## config.mk

```make
export PLATFORM = sky130hd
export DESIGN_NAME = fdiv_seq
export DESIGN_NICKNAME = d
export VERILOG_FILES = /design/src/rtl/fdiv_seq.sv
export SDC_FILE = /design/constraint.sdc
export NUM_CORES = 1
export LEC_CHECK = 0
export CAP_MARGIN = 20
export CORE_ASPECT_RATIO = 0.8
export CORE_MARGIN = 1
export CORE_UTILIZATION = 40
export DETAILED_ROUTE_END_ITERATION = 8
export SYNTH_ARGS = -nofsm -noshare
export SYNTH_HDL_FRONTEND = slang
export SYNTH_SLANG_ARGS = --single-unit
```

## constraint.sdc

```tcl
create_clock -name clk -period 5.45 [get_ports clk]
set_input_delay 1.09 -clock clk [delete_from_list [all_inputs] [get_ports clk]]
set_output_delay 1.09 -clock clk [all_outputs]
set_load 0.05 [all_outputs]
```

## src/rtl/fdiv_seq.sv

```systemverilog
// IEEE-754 single/double divider, radix-2 restoring mantissa core, RNE rounding, FTZ.
// Latency: specials out_valid 1 cycle after accept; normal ops MAN_W+5 cycles (28 single, 57 double).
// Backpressure: result held in DONE until out_valid && out_ready; in_ready only in IDLE, no pass-through.
module fdiv_seq #(
  parameter int N = 32
) (
  input  logic         clk,
  input  logic         rst_n,
  input  logic         in_valid,
  output logic         in_ready,
  input  logic [N-1:0] a,
  input  logic [N-1:0] b,
  output logic         out_valid,
  input  logic         out_ready,
  output logic [N-1:0] out,
  output logic [4:0]   flags
);

  localparam int EXP_W = (N == 64) ? 11 : 8;
  localparam int MAN_W = (N == 64) ? 52 : 23;
  localparam int BIAS  = 2**(EXP_W-1) - 1;
  localparam int M     = MAN_W + 1;          // significand width incl. hidden bit
  localparam int Q     = MAN_W + 3;          // quotient bits: integer + MAN_W + guard + round
  localparam int EW2   = EXP_W + 2;          // signed exponent working width
  localparam int CNT_W = $clog2(Q + 1);

  localparam logic signed [EW2-1:0] BIAS_S = EW2'(BIAS);
  localparam logic signed [EW2-1:0] EMAX_S = EW2'(2**EXP_W - 1);
  localparam logic signed [EW2-1:0] ONE_S  = EW2'(1);
  localparam logic signed [EW2-1:0] ZERO_S = EW2'(0);
  localparam logic [N-1:0] QNAN = {1'b0, {EXP_W{1'b1}}, 1'b1, {(MAN_W-1){1'b0}}};

  typedef enum logic [1:0] {IDLE, DIVIDE, NORM, DONE} state_t;

  state_t                  state_q, state_d;
  logic                    sign_q, sign_d;
  logic signed [EW2-1:0]   exp_q, exp_d;
  logic [M:0]              rem_q, rem_d;
  logic [M-1:0]            div_q, div_d;
  logic [Q-1:0]            quo_q, quo_d;
  logic [CNT_W-1:0]        cnt_q, cnt_d;
  logic [N-1:0]            out_q, out_d;
  logic [4:0]              flags_q, flags_d;
  logic                    out_valid_q, out_valid_d;

  // operand unpack
  logic [EXP_W-1:0]        ea, eb;
  logic [MAN_W-1:0]        fa, fb;
  logic                    a_zero, b_zero, a_inf, b_inf, a_nan, b_nan;
  logic                    sign_in, is_special;
  logic signed [EW2-1:0]   exp_in;
  logic [N-1:0]            spec_res;
  logic [4:0]              spec_flags;

  // divider step
  logic [M+1:0]            trial;
  logic                    q_bit;
  logic [M:0]              rem_sel;

  // normalise / round
  logic [Q-1:0]            shifted;
  logic [M-1:0]            mant;
  logic                    g_bit, r_bit, s_bit, round_up, carry, inexact;
  logic [M:0]              sum;
  logic [MAN_W-1:0]        frac;
  logic signed [EW2-1:0]   e_norm;
  logic [N-1:0]            norm_res;
  logic [4:0]              norm_flags;

  // Classify incoming operands (subnormals flushed to zero) and resolve special results by priority.
  always_comb begin
    ea      = a[N-2 -: EXP_W];
    eb      = b[N-2 -: EXP_W];
    fa      = a[MAN_W-1:0];
    fb      = b[MAN_W-1:0];
    a_zero  = (ea == '0);
    b_zero  = (eb == '0);
    a_nan   = (&ea) && (|fa);
    b_nan   = (&eb) && (|fb);
    a_inf   = (&ea) && !(|fa);
    b_inf   = (&eb) && !(|fb);
    sign_in = a[N-1] ^ b[N-1];
    exp_in  = $signed({2'b00, ea}) - $signed({2'b00, eb}) + BIAS_S;
    is_special = a_zero || b_zero || (&ea) || (&eb);

    spec_res   = {sign_in, {(N-1){1'b0}}};
    spec_flags = 5'b00000;
    if (a_nan || b_nan) begin
      spec_res   = QNAN;
      spec_flags = 5'b10000;
    end else if ((a_zero && b_zero) || (a_inf && b_inf)) begin
      spec_res   = QNAN;
      spec_flags = 5'b10000;
    end else if (b_zero && !a_inf) begin
      spec_res   = {sign_in, {EXP_W{1'b1}}, {MAN_W{1'b0}}};
      spec_flags = 5'b01000;
    end else if (a_inf) begin
      spec_res   = {sign_in, {EXP_W{1'b1}}, {MAN_W{1'b0}}};
    end
  end

  // One restoring step: trial subtract, keep or restore, shift remainder left for the next bit.
  always_comb begin
    trial   = {1'b0, rem_q} - {2'b00, div_q};
    q_bit   = ~trial[M+1];
    rem_sel = q_bit ? trial[M:0] : rem_q;
  end

  // Normalise quotient to 1.x, round to nearest even, then apply exponent range limits.
  always_comb begin
    shifted = quo_q[Q-1] ? quo_q : (quo_q << 1);
    mant    = shifted[Q-1:2];
    g_bit   = shifted[1];
    r_bit   = shifted[0];
    s_bit   = |rem_q;
    round_up = g_bit && (r_bit || s_bit || mant[0]);
    sum     = {1'b0, mant} + {{M{1'b0}}, round_up};
    carry   = sum[M];
    // a carry only occurs from all-ones, so the shifted fraction is zero
    frac    = carry ? sum[MAN_W:1] : sum[MAN_W-1:0];
    inexact = g_bit || r_bit || s_bit;
    e_norm  = exp_q;
    if (!quo_q[Q-1]) e_norm = e_norm - ONE_S;
    if (carry)       e_norm = e_norm + ONE_S;

    norm_res   = {sign_q, e_norm[EXP_W-1:0], frac};
    norm_flags = {4'b0000, inexact};
    if (e_norm >= EMAX_S) begin
      norm_res   = {sign_q, {EXP_W{1'b1}}, {MAN_W{1'b0}}};
      norm_flags = 5'b00101;
    end else if (e_norm <= ZERO_S) begin
      norm_res   = {sign_q, {(N-1){1'b0}}};
      norm_flags = 5'b00011;
    end
  end

  // FSM next-state and datapath register updates.
  always_comb begin
    state_d     = state_q;
    sign_d      = sign_q;
    exp_d       = exp_q;
    rem_d       = rem_q;
    div_d       = div_q;
    quo_d       = quo_q;
    cnt_d       = cnt_q;
    out_d       = out_q;
    flags_d     = flags_q;
    out_valid_d = 1'b0;
    case (state_q)
      IDLE: begin
        if (in_valid) begin
          sign_d = sign_in;
          exp_d  = exp_in;
          rem_d  = {1'b0, 1'b1, fa};
          div_d  = {1'b1, fb};
          quo_d  = '0;
          cnt_d  = '0;
          if (is_special) begin
            out_d   = spec_res;
            flags_d = spec_flags;
            state_d = DONE;
          end else begin
            state_d = DIVIDE;
          end
        end
      end
      DIVIDE: begin
        rem_d = rem_sel << 1;
        quo_d = {quo_q[Q-2:0], q_bit};
        cnt_d = cnt_q + CNT_W'(1);
        if (cnt_q == CNT_W'(Q-1)) state_d = NORM;
      end
      NORM: begin
        out_d   = norm_res;
        flags_d = norm_flags;
        state_d = DONE;
      end
      DONE: begin
        // out_valid rises one cycle after entering DONE and drops on the handshake edge
        if (out_valid_q && out_ready) begin
          out_valid_d = 1'b0;
          state_d     = IDLE;
        end else begin
          out_valid_d = 1'b1;
        end
      end
      default: state_d = IDLE;
    endcase
  end

  // State and datapath registers; async reset aborts any operation in flight.
  always_ff @(posedge clk or negedge rst_n) begin
    if (!rst_n) begin
      state_q     <= IDLE;
      sign_q      <= 1'b0;
      exp_q       <= '0;
      rem_q       <= '0;
      div_q       <= '0;
      quo_q       <= '0;
      cnt_q       <= '0;
      out_q       <= '0;
      flags_q     <= '0;
      out_valid_q <= 1'b0;
    end else begin
      state_q     <= state_d;
      sign_q      <= sign_d;
      exp_q       <= exp_d;
      rem_q       <= rem_d;
      div_q       <= div_d;
      quo_q       <= quo_d;
      cnt_q       <= cnt_d;
      out_q       <= out_d;
      flags_q     <= flags_d;
      out_valid_q <= out_valid_d;
    end
  end

  assign in_ready  = (state_q == IDLE);
  assign out_valid = out_valid_q;
  assign out       = out_q;
  assign flags     = flags_q;

endmodule
```

After elaboration in Yosys (flattened, before gate mapping)
Cells that the tools add are included.
- bitwise logic cells: 2
- eq/ne operators: 8
- reductions and logical operators: 35
- multiplexer cells: 35
- $lt $le $gt $ge: 2
- add/sub/neg operators: 7
- operator list (kind ; number):
    $mux W32 ; 4
    $mux W31 ; 4
    $pmux W32 S2 ; 1
    $mux W26 ; 2
    $pmux W26 S2 ; 1
    $pmux W25 S2 ; 1
    $reduce_or A23 Y1 ; 2
    $sub A25 B24 Y26 ; 1
    $add A24 B1 Y25 ; 1
    $mux W25 ; 1
    $mux W5 ; 5
    $reduce_or A25 Y1 ; 1
    $mux W24 ; 1
    $mux W23 ; 1
    $mux W10 ; 2
    $pmux W5 S2 ; 2
    $logic_not A8 Y1 ; 2
    $reduce_and A8 Y1 ; 2
    $add A10 B2 Y10 const B ; 1
    $add A9 B8 Y10 const B ; 1
    $ge A10 B9 Y1 const B ; 1
    $le A10 B1 Y1 const B ; 1
    $mux W2 ; 5
    $sub A10 B2 Y10 const B ; 1
    other kinds (20) ; 45
- register bits: 131
- output and inout bits: 39
- input port bits: 68
- logic and storage cells: 99

Depth between registers and ports, before layout
Gate-level depths: netlist (run 1).
- word-level depth: 11
- depth in mapped cells: 19
- depth with buffers taken out: 13

Worst setup path before layout (run 1)
No wires, ideal clock.
- path kind: register -> register
- start: register quo_q[25]
- end: register out_q[11] (netlist: out[11])
- setup time: 0.121 ns
- cell stages (with the launch flop): 20
- slack: 0.419 ns
- data arrival time: 4.910 ns
- data required time: 5.329 ns
- period minus slack after synthesis: 5.031 ns
- path through: dfrtp_1 buf_4 buf_2 buf_1 buf_1 clkbuf_1 clkbuf_1 mux2_2 ha_1 nand2_1 nor4_2 buf_2 nand3_1 or2_1 o31a_1 or4b_1 o211a_1 and2_1 buf_4 a22o_1
- word-level cells in the longest chain between the ends: 10
- elaborated cells on any way between the ends: 14
- those cells by class: add/sub: 2; order compare: 2; mux: 7; reduce/logical: 3
- RTL lines (item ; line ; source):
    start, declared ; 40 ; logic [Q-1:0] quo_q, quo_d;
    start signal, assigned ; 210 ; quo_q <= quo_d;
    $mux W26 ; 111 ; shifted = quo_q[Q-1] ? quo_q : (quo_q << 1);
    $logic_or A1 B1 Y1 (2 in series) ; 116 ; round_up = g_bit && (r_bit || s_bit || mant[0]);
    $logic_and A1 B1 Y1 ; 116 ;
    $add A24 B1 Y25 ; 117 ; sum = {1'b0, mant} + {{M{1'b0}}, round_up};
    $mux W10 ; 124 ; if (carry) e_norm = e_norm + ONE_S;
    $le A10 B1 Y1 ; 131 ; end else if (e_norm <= ZERO_S) begin
    $mux W31 ; 131 ;
    $mux W31 * ; 128 ; if (e_norm >= EMAX_S) begin
    $pmux W32 S2 * ; 149 ; case (state_q)
    end signal, assigned ; 212 ; out_q <= out_d;
    end, declared ; 42 ; logic [N-1:0] out_q, out_d;
Mark *: on every way between the ends. The rest lies on a longest branch, timed or not.
A chain may end at the register's enable or synchronous reset.

Worst setup path after layout (run 1)
- start: register quo_q[25]
- end: register out_q[21] (netlist: out[21])
The elaborated chain is that of the path after synthesis.

==> impl_metrics.json, run 1 <==
{
  "status": "finished, final reports clean",
  "p_per_area_mw_per_mm2": 574.6,
  "grt_pass1_vias": 7438,
  "cts-root-buf": "clkbuf_16",
  "gr-usage-all-layers": 0.2167,
  "synthFlopType": "dfrtp_1",
  "grt_pass1_wl_um": 39410,
  "core_mm2": 0.02250,
  "synthesis.nets": 1137,
  "syn-cell-area_mm2": 0.009166,
  "drcViolationCount": 0,
  "rsz0062_at_grt": "false",
  "post_dp_cell_area_mm2": 0.01046,
  "h-tree-depth": 4,
  "finalMaxSlewViolations": 0,
  "ir_drop_v": 0.0002752,
  "slew_headroom": 0.3068,
  "synthCells": 1025,
  "cts_resized": 0,
  "clockBufferDepth": 2,
  "fin_setup_tns_ns": 0,
  "clk_latency_ns": 0.43,
  "stdcell_count": 1419,
  "drtPass1Iterations": 5,
  "cts_made_buffers": 17,
  "ios": 107,
  "syn_avg_cell_area_um2": 8.943,
  "diodes": 0,
  "seq_area_frac_synth": 0.3576,
  "total_leakage_power_nw": 4.736,
  "grt_max_degree": 95,
  "cts_tree": "built",
  "async_flop_share": 1.000,
  "dp_cells": 1387,
  "hold_path_class": "register to register",
  "use_met1": 0.3243,
  "met2_usage": 0.3189,
  "ctsHoldBuffers": 0,
  "dr_total_vias": 7811,
  "hold_viol": 0,
  "final_cell_area_mm2": 0.01111,
  "yosys.area.top_type": "dfrtp_1",
  "synth_cell_type_count": 71,
  "tightest_slew_ns": 1.037,
  "grt-busiest-layer": "met1",
  "crit_fanout": 34,
  "die_y_um": 137.4,
  "synth_top_area_share": 0.3576,
  "crit_slowest_cell": "or4b_1",
  "min_period_ns": 4.253,
  "port_buffers": 106,
  "ant_nets": 0,
  "critPathArrivalTime_ns": 4.57,
  "path_cells": "buf_4 > nand2_1 > a21boi_0 > ha_1 > nand2_1 > nor4_2 > buf_4 > nand3_1 > or2_1 > o31a_1 > or4b_1 > o211a_1 > and2_1 > a22o_1",
  "critPathKind": "register to register",
  "clk_pin_slew_ns": 0.06,
  "post_cts_buffers": 0,
  "finalClockSkew_ns": 0.01145,
  "cp_data_required_time_ns": 5.76,
  "met3_usage": 0.04165,
  "row_count": 49,
  "start_kind": "register",
  "setup_violations": 0,
  "finalCritPeriodShare": 0.7804,
  "nNetsFinal": 1212,
  "post_drt_wl_per_cell_um": 17.01,
  "synth_edf_count": 0,
  "worstSetupEndpointType": "register",
  "ys_ff_latch": 131,
  "cap_violations": 0,
  "synth_warnings": 0,
  "synth_area_leaders": "dfrtp_1 (36%), ha_1 (5.7%), xnor2_1 (5.1%)",
  "dp_hpwl_um": 17710,
  "drt-total-wl_um": 24130,
  "die_area_mm2": 0.02353,
  "start_util": 0.4074,
  "fp.dieW_um": 171.2,
  "drive_gt1_frac": 0.07727,
  "first_iter_violations": 582,
  "max_stage_delay_ns": 0.50,
  "grt-ovfl-total": 0,
  "gp_congestion": 0.8941,
  "syn_to_final_growth_pct": 21.21,
  "clock_sinks": 131,
  "clock.fmax_mhz": 235.1,
  "antenna_found_initial": 1,
  "vias_per_cell": 5.505
}
metal layers:
metal	wire, um	vias to the layer above
li1	-	3874
met1	12480	3751
met2	10300	168
met5	0	-
met4	242	0
met3	1115	18
report_power, final:
group          switching, mW  internal, mW  leakage (nW)
combinational           2.05          1.47          2.72
sequential             0.326          1.27          1.70
clock                  0.447         0.824         0.317
total                   2.82          3.56          4.74
flip-flops by register name (all words and copies together) (netlist names):
| name | cells |
|---|---|
| quo_q | 26 |
| exp_q | 10 |
| rem_q | 25 |
| out | 32 |
| state_q | 2 |
| cnt_q | 5 |
| out_valid | 1 |
| flags | 5 |
| sign_q | 1 |
| div_q | 24 |
final cells by class:
type | count | area, um^2
Fill cell | 2143 | 11390
Sequential cell | 131 | 3279
Clock buffer | 19 | 442.9
Inverter | 54 | 202.7
Clock inverter | 13 | 207.7
Timing Repair Buffer | 119 | 1160
Tap cell | 306 | 382.9
Multi-Input combinational cell | 777 | 5435
placed cells by master, fill, tap and decap left out, types with 4 or more instances in the layout:
| cell | Yosys | routed |
|---|---|---|
| a31oi_1 | 5 | 5 |
| nor3_1 | 23 | 23 |
| xnor2_1 | 53 | 53 |
| a211oi_1 | 11 | 11 |
| nor3b_1 | 17 | 17 |
| nor2b_1 | 8 | 7 |
| o21ai_0 | 69 | 69 |
| clkbuf_16 | 0 | 17 |
| mux2i_1 | 38 | 38 |
| clkdlybuf4s50_1 | 0 | 105 |
| nand4_1 | 20 | 20 |
| or3_1 | 10 | 10 |
| a21oi_1 | 58 | 58 |
| mux2_2 | 26 | 26 |
| a22oi_1 | 9 | 9 |
| nand3_1 | 33 | 33 |
| xor2_1 | 28 | 28 |
| nor2_1 | 45 | 45 |
| o211ai_1 | 10 | 10 |
| inv_1 | 54 | 54 |
| o21bai_1 | 6 | 6 |
| buf_4 | 2 | 13 |
| nand2_1 | 95 | 94 |
| a21boi_0 | 4 | 4 |
| bufinv_16 | 0 | 5 |
| or2_2 | 4 | 4 |
| nor4_1 | 23 | 23 |
| and2_1 | 5 | 5 |
| clkinv_4 | 0 | 4 |
| a22o_1 | 45 | 45 |
| a21o_1 | 18 | 18 |
| ha_1 | 42 | 42 |
| nand2b_1 | 16 | 16 |
| dfrtp_1 | 131 | 130 |
| a221o_1 | 4 | 4 |
Yosys cell counts, drive strengths merged, types with 3 or more instances:
cell type and instances:
dfrtp 131, nand2 95, o21ai 69, a21oi 58, inv 54, xnor2 53, clkbuf 46, a22o 45
nor2 45, ha 42, mux2i 38, nand3 33, xor2 28, mux2 26, nor4 25, nor3 24
nand4 21, a21o 18, buf 17, nor3b 17, nand2b 16, a211oi 11, o211ai 10, or3 10
a22oi 9, nor2b 8, o21bai 6, a31oi 5, and2 5, or2 5, a21boi 4, a221o 4
and3 3, nor4b 3, o21a 3, o22ai 3, o31ai 3, or4 3
final timing paths:
| path | start | endpoint | slack, ns | depth (start not counted) |
|---|---|---|---|---|
| setup / recovery | quo_q[25] | out[21] | 1.20 | 14 |
| hold / removal | div_q[23] | div_q[23] | 0.45 | 2 |
| setup reg to reg | quo_q[25] | out[21] | 1.20 | 14 |
| hold reg to reg | div_q[23] | div_q[23] | 0.45 | 2 |
| max in group asynchronous | rst_n | out[0] | 3.68 | 2 |
| min in group asynchronous | rst_n | div_q[7] | 0.74 | 1 |
logic make-up after synthesis:
| group | Yosys count | synth area share |
|---|---|---|
| simple gates | 320 | 0.1837 |
| flops | 131 | 0.3576 |
| compound gates | 268 | 0.1962 |
| mux | 64 | 0.07344 |
| xor+xnor | 81 | 0.07740 |
| fa+ha+maj | 44 | 0.06170 |
| buf+inv | 117 | 0.04996 |
worst max-delay path, delay by kind of cell (launching register included):
family	cells	cell delay, ns
AND/OR/NAND/NOR	7	1.86
buffers and inverters	2	0.58
flip-flops	1	0.36
adder cells (fa/ha/maj)	1	0.20
AO/OA/AOI/OAI	4	1.14
stage by stage:
stage          hold WS (ns)  setup slack, ns  power [mW]  utilization
3_5_place_dp         0.4365           0.9359       5.078       0.4649
3_3_place_gp         0.4312            1.007       5.051       0.4649
4_1_cts              0.4512            1.204       6.387       0.4938
5_1_grt              0.5007           0.8569       6.866       0.4938
6_report             0.4493            1.197       6.384       0.4938
2_1_floorplan        0.4175           0.4192       4.190            -
No activity file was read; power rests on OpenSTA's default activity.
==> run 2: changes to the inputs <==
clock period = 4.2 ns   (was 5.45 ns; I/O delays follow)
==> run 2 against run 1 <==
  * Worst hold slack better by 0.0032 ns
  * Register-to-register slack got worse by 0.89 ns
  * Clock power increased by 32%
  * Core utilization is 0.42 points higher
  * First-iteration DRC count decreased by 21%
  * Setup slack lost 0.89 ns
  * Maximum frequency rose by 9.3%
  * Die area stayed put
  * Via count increased by 1.5%
  * Critical path type unchanged
  * Critical endpoint unchanged
==> impl_metrics.json, run 2 (synthesis results as in run 1) <==
{
  "status": "finished, final reports clean",
  "p_int_mw": 4.669,
  "clock.fmax_mhz": 257.1,
  "top_layer_used": "met4",
  "h-tree-depth": 4,
  "die_y_um": 137.4,
  "row_count": 49,
  "fin_hold_ws_ns": 0.4525,
  "p_switching_mw": 3.704,
  "clock_sinks": 131,
  "tightest_slew_ns": 0.9095,
  "finalClockSkew_ns": 0.01104,
  "finalMaxSlewViolations": 0,
  "hold_viol": 0,
  "grt_pass1_wl_um": 39580,
  "dr_total_vias": 7930,
  "critPathKind": "register to register",
  "drcViolationCount": 0,
  "gp_congestion": 0.9039,
  "total_leakage_power_nw": 4.795,
  "p_sw_frac": 0.4424,
  "crit_fanout": 11,
  "slew_headroom": 0.3936,
  "drt-total-wl_um": 24320,
  "setup_violations": 0,
  "clockBufferDepth": 2,
  "fin_setup_tns_ns": 0,
  "ios": 107,
  "cts_tree": "built",
  "core_mm2": 0.02250,
  "start_util": 0.4074,
  "final_cell_mix": "dfrtp_1 (130), clkdlybuf4s50_1 (105), nand2_1 (93)",
  "fin_util": 0.4980,
  "grt_max_degree": 95,
  "rsz0062_at_grt": "false",
  "cts_made_buffers": 17,
  "grt_pass1_vias": 7348,
  "drive_gt1_frac": 0.08564,
  "start_kind": "register",
  "drtPass1Iterations": 5,
  "nNetsFinal": 1220,
  "die_area_mm2": 0.02353,
  "path_cells": "nand2b_1 > a21boi_0 > ha_2 > nand2_2 > nor4_4 > nand3_1 > or2_1 > o31a_1 > or4b_1 > o211a_1 > and2_1 > a22o_1",
  "cts-root-buf": "clkbuf_16",
  "finalPower_mw": 8.373,
  "layout_commonest_cell": "dfrtp_1",
  "worstSetupEndpointType": "register",
  "clk_pin_slew_ns": 0.06,
  "combPwrFrac": 0.552,
  "critPathArrivalTime_ns": 4.21,
  "post_drt_wl_per_cell_um": 17.04,
  "p_seq_frac": 0.247,
  "multi_input_area_mm2": 0.005449,
  "grt-ovfl-total": 0,
  "ant_nets": 0,
  "post_cts_buffers": 0,
  "route.met2.wl_um": 10260,
  "syn_to_final_growth_pct": 22.24,
  "cts_resized": 0,
  "vias_per_cell": 5.557,
  "min_period_ns": 3.890,
  "p_per_area_mw_per_mm2": 747.3,
  "cap_violations": 0,
  "finalCritPeriodShare": 0.9262,
  "crit_slowest_cell": "or4b_1",
  "clkPwrFrac": 0.201,
  "cp_top_family": "simple AND/OR/NAND/NOR gates",
  "fillers": 2113,
  "port_buffers": 106,
  "ctsHoldBuffers": 0,
  "first_iter_violations": 457,
  "largest_reg_flops": 32,
  "antenna_found_initial": 0,
  "max_stage_delay_ns": 0.49,
  "dp_hpwl_um": 17910,
  "hold_path_class": "primary input to async pin",
  "cp_data_required_time_ns": 4.52,
  "wl_met3_um": 1123,
  "met1_length_um": 12700,
  "seqCellArea_mm2": 0.003279,
  "diodes": 0,
  "critPathBufInv": 0,
  "clk_latency_ns": 0.43,
  "gr-usage-all-layers": 0.2169,
  "ir_drop_v": 0.0004322,
  "fp.dieW_um": 171.2
}
[run 2: cell count changes in the layout (fill, tap and decap cells not counted), sizes merged]
cell | before | now
buf | 14 | 22
clkinv | 7 | 3
inv | 54 | 56
clkbuf | 19 | 20
clkinvlp | 1 | 2
[run 2: area by class of cell]
cell class | count | area share
multi-input cells | 777 | 0.4863
inverters | 54 | 0.01809
flip-flops and latches | 131 | 0.2927
well taps | 306 | 0.03417
clock inverters | 12 | 0.01798
repair buffers | 127 | 0.1100
clock buffers | 20 | 0.04076
[run 2: worst paths after layout]
kind | end | startpoint | depth (start not counted) | slack (ns)
min in group clk | div_q[23] | div_q[23] | 2 | 0.46
worst min-delay path | div_q[7] | rst_n | 1 | 0.45
worst max register to register | out[21] | quo_q[25] | 12 | 0.31
max in group asynchronous | div_q[21] | rst_n | 2 | 2.81
worst min register to register | div_q[23] | div_q[23] | 2 | 0.46
worst max-delay path | out[21] | quo_q[25] | 12 | 0.31
[run 2: worst reg2reg max path, delay by kind of cell, from the launching register on]
kind	cells	cell delay [ns]
AO/OA/AOI/OAI	4	1.02
AND/OR/NAND/NOR	7	2.11
adder cells (fa/ha/maj)	1	0.22
flip-flops	1	0.44
[run 2: metal layers]
layer	up-vias	global-route usage
met1	3832	0.3293
met2	186	0.3123
li1	3895	-
met4	0	0.05605
met5	-	0
met3	17	0.03878
[run 2: through the flow]
stage	cell area, um^2	std cells	setup WS (ns)
3_5_place_dp	10550	1395	0.2861
5_1_grt	11200	1427	0.03306
6_report	11200	1427	0.3100
3_3_place_gp	10550	1395	0.3264
2_1_floorplan	9228	1025	0.01005
4_1_cts	11200	1427	0.2731
[run 2: power groups by stage]
stage / Sequential, mW / Clock [mW] / Combinational (mW)
3_5_place_dp: 2.08 / 0 / 4.55
2_1_floorplan: 2.09 / 0 / 3.35
6_report: 2.07 / 1.68 / 4.62
4_1_cts: 2.06 / 1.71 / 4.60
5_1_grt: 2.13 / 1.77 / 5.09
3_3_place_gp: 2.07 / 0 / 4.51
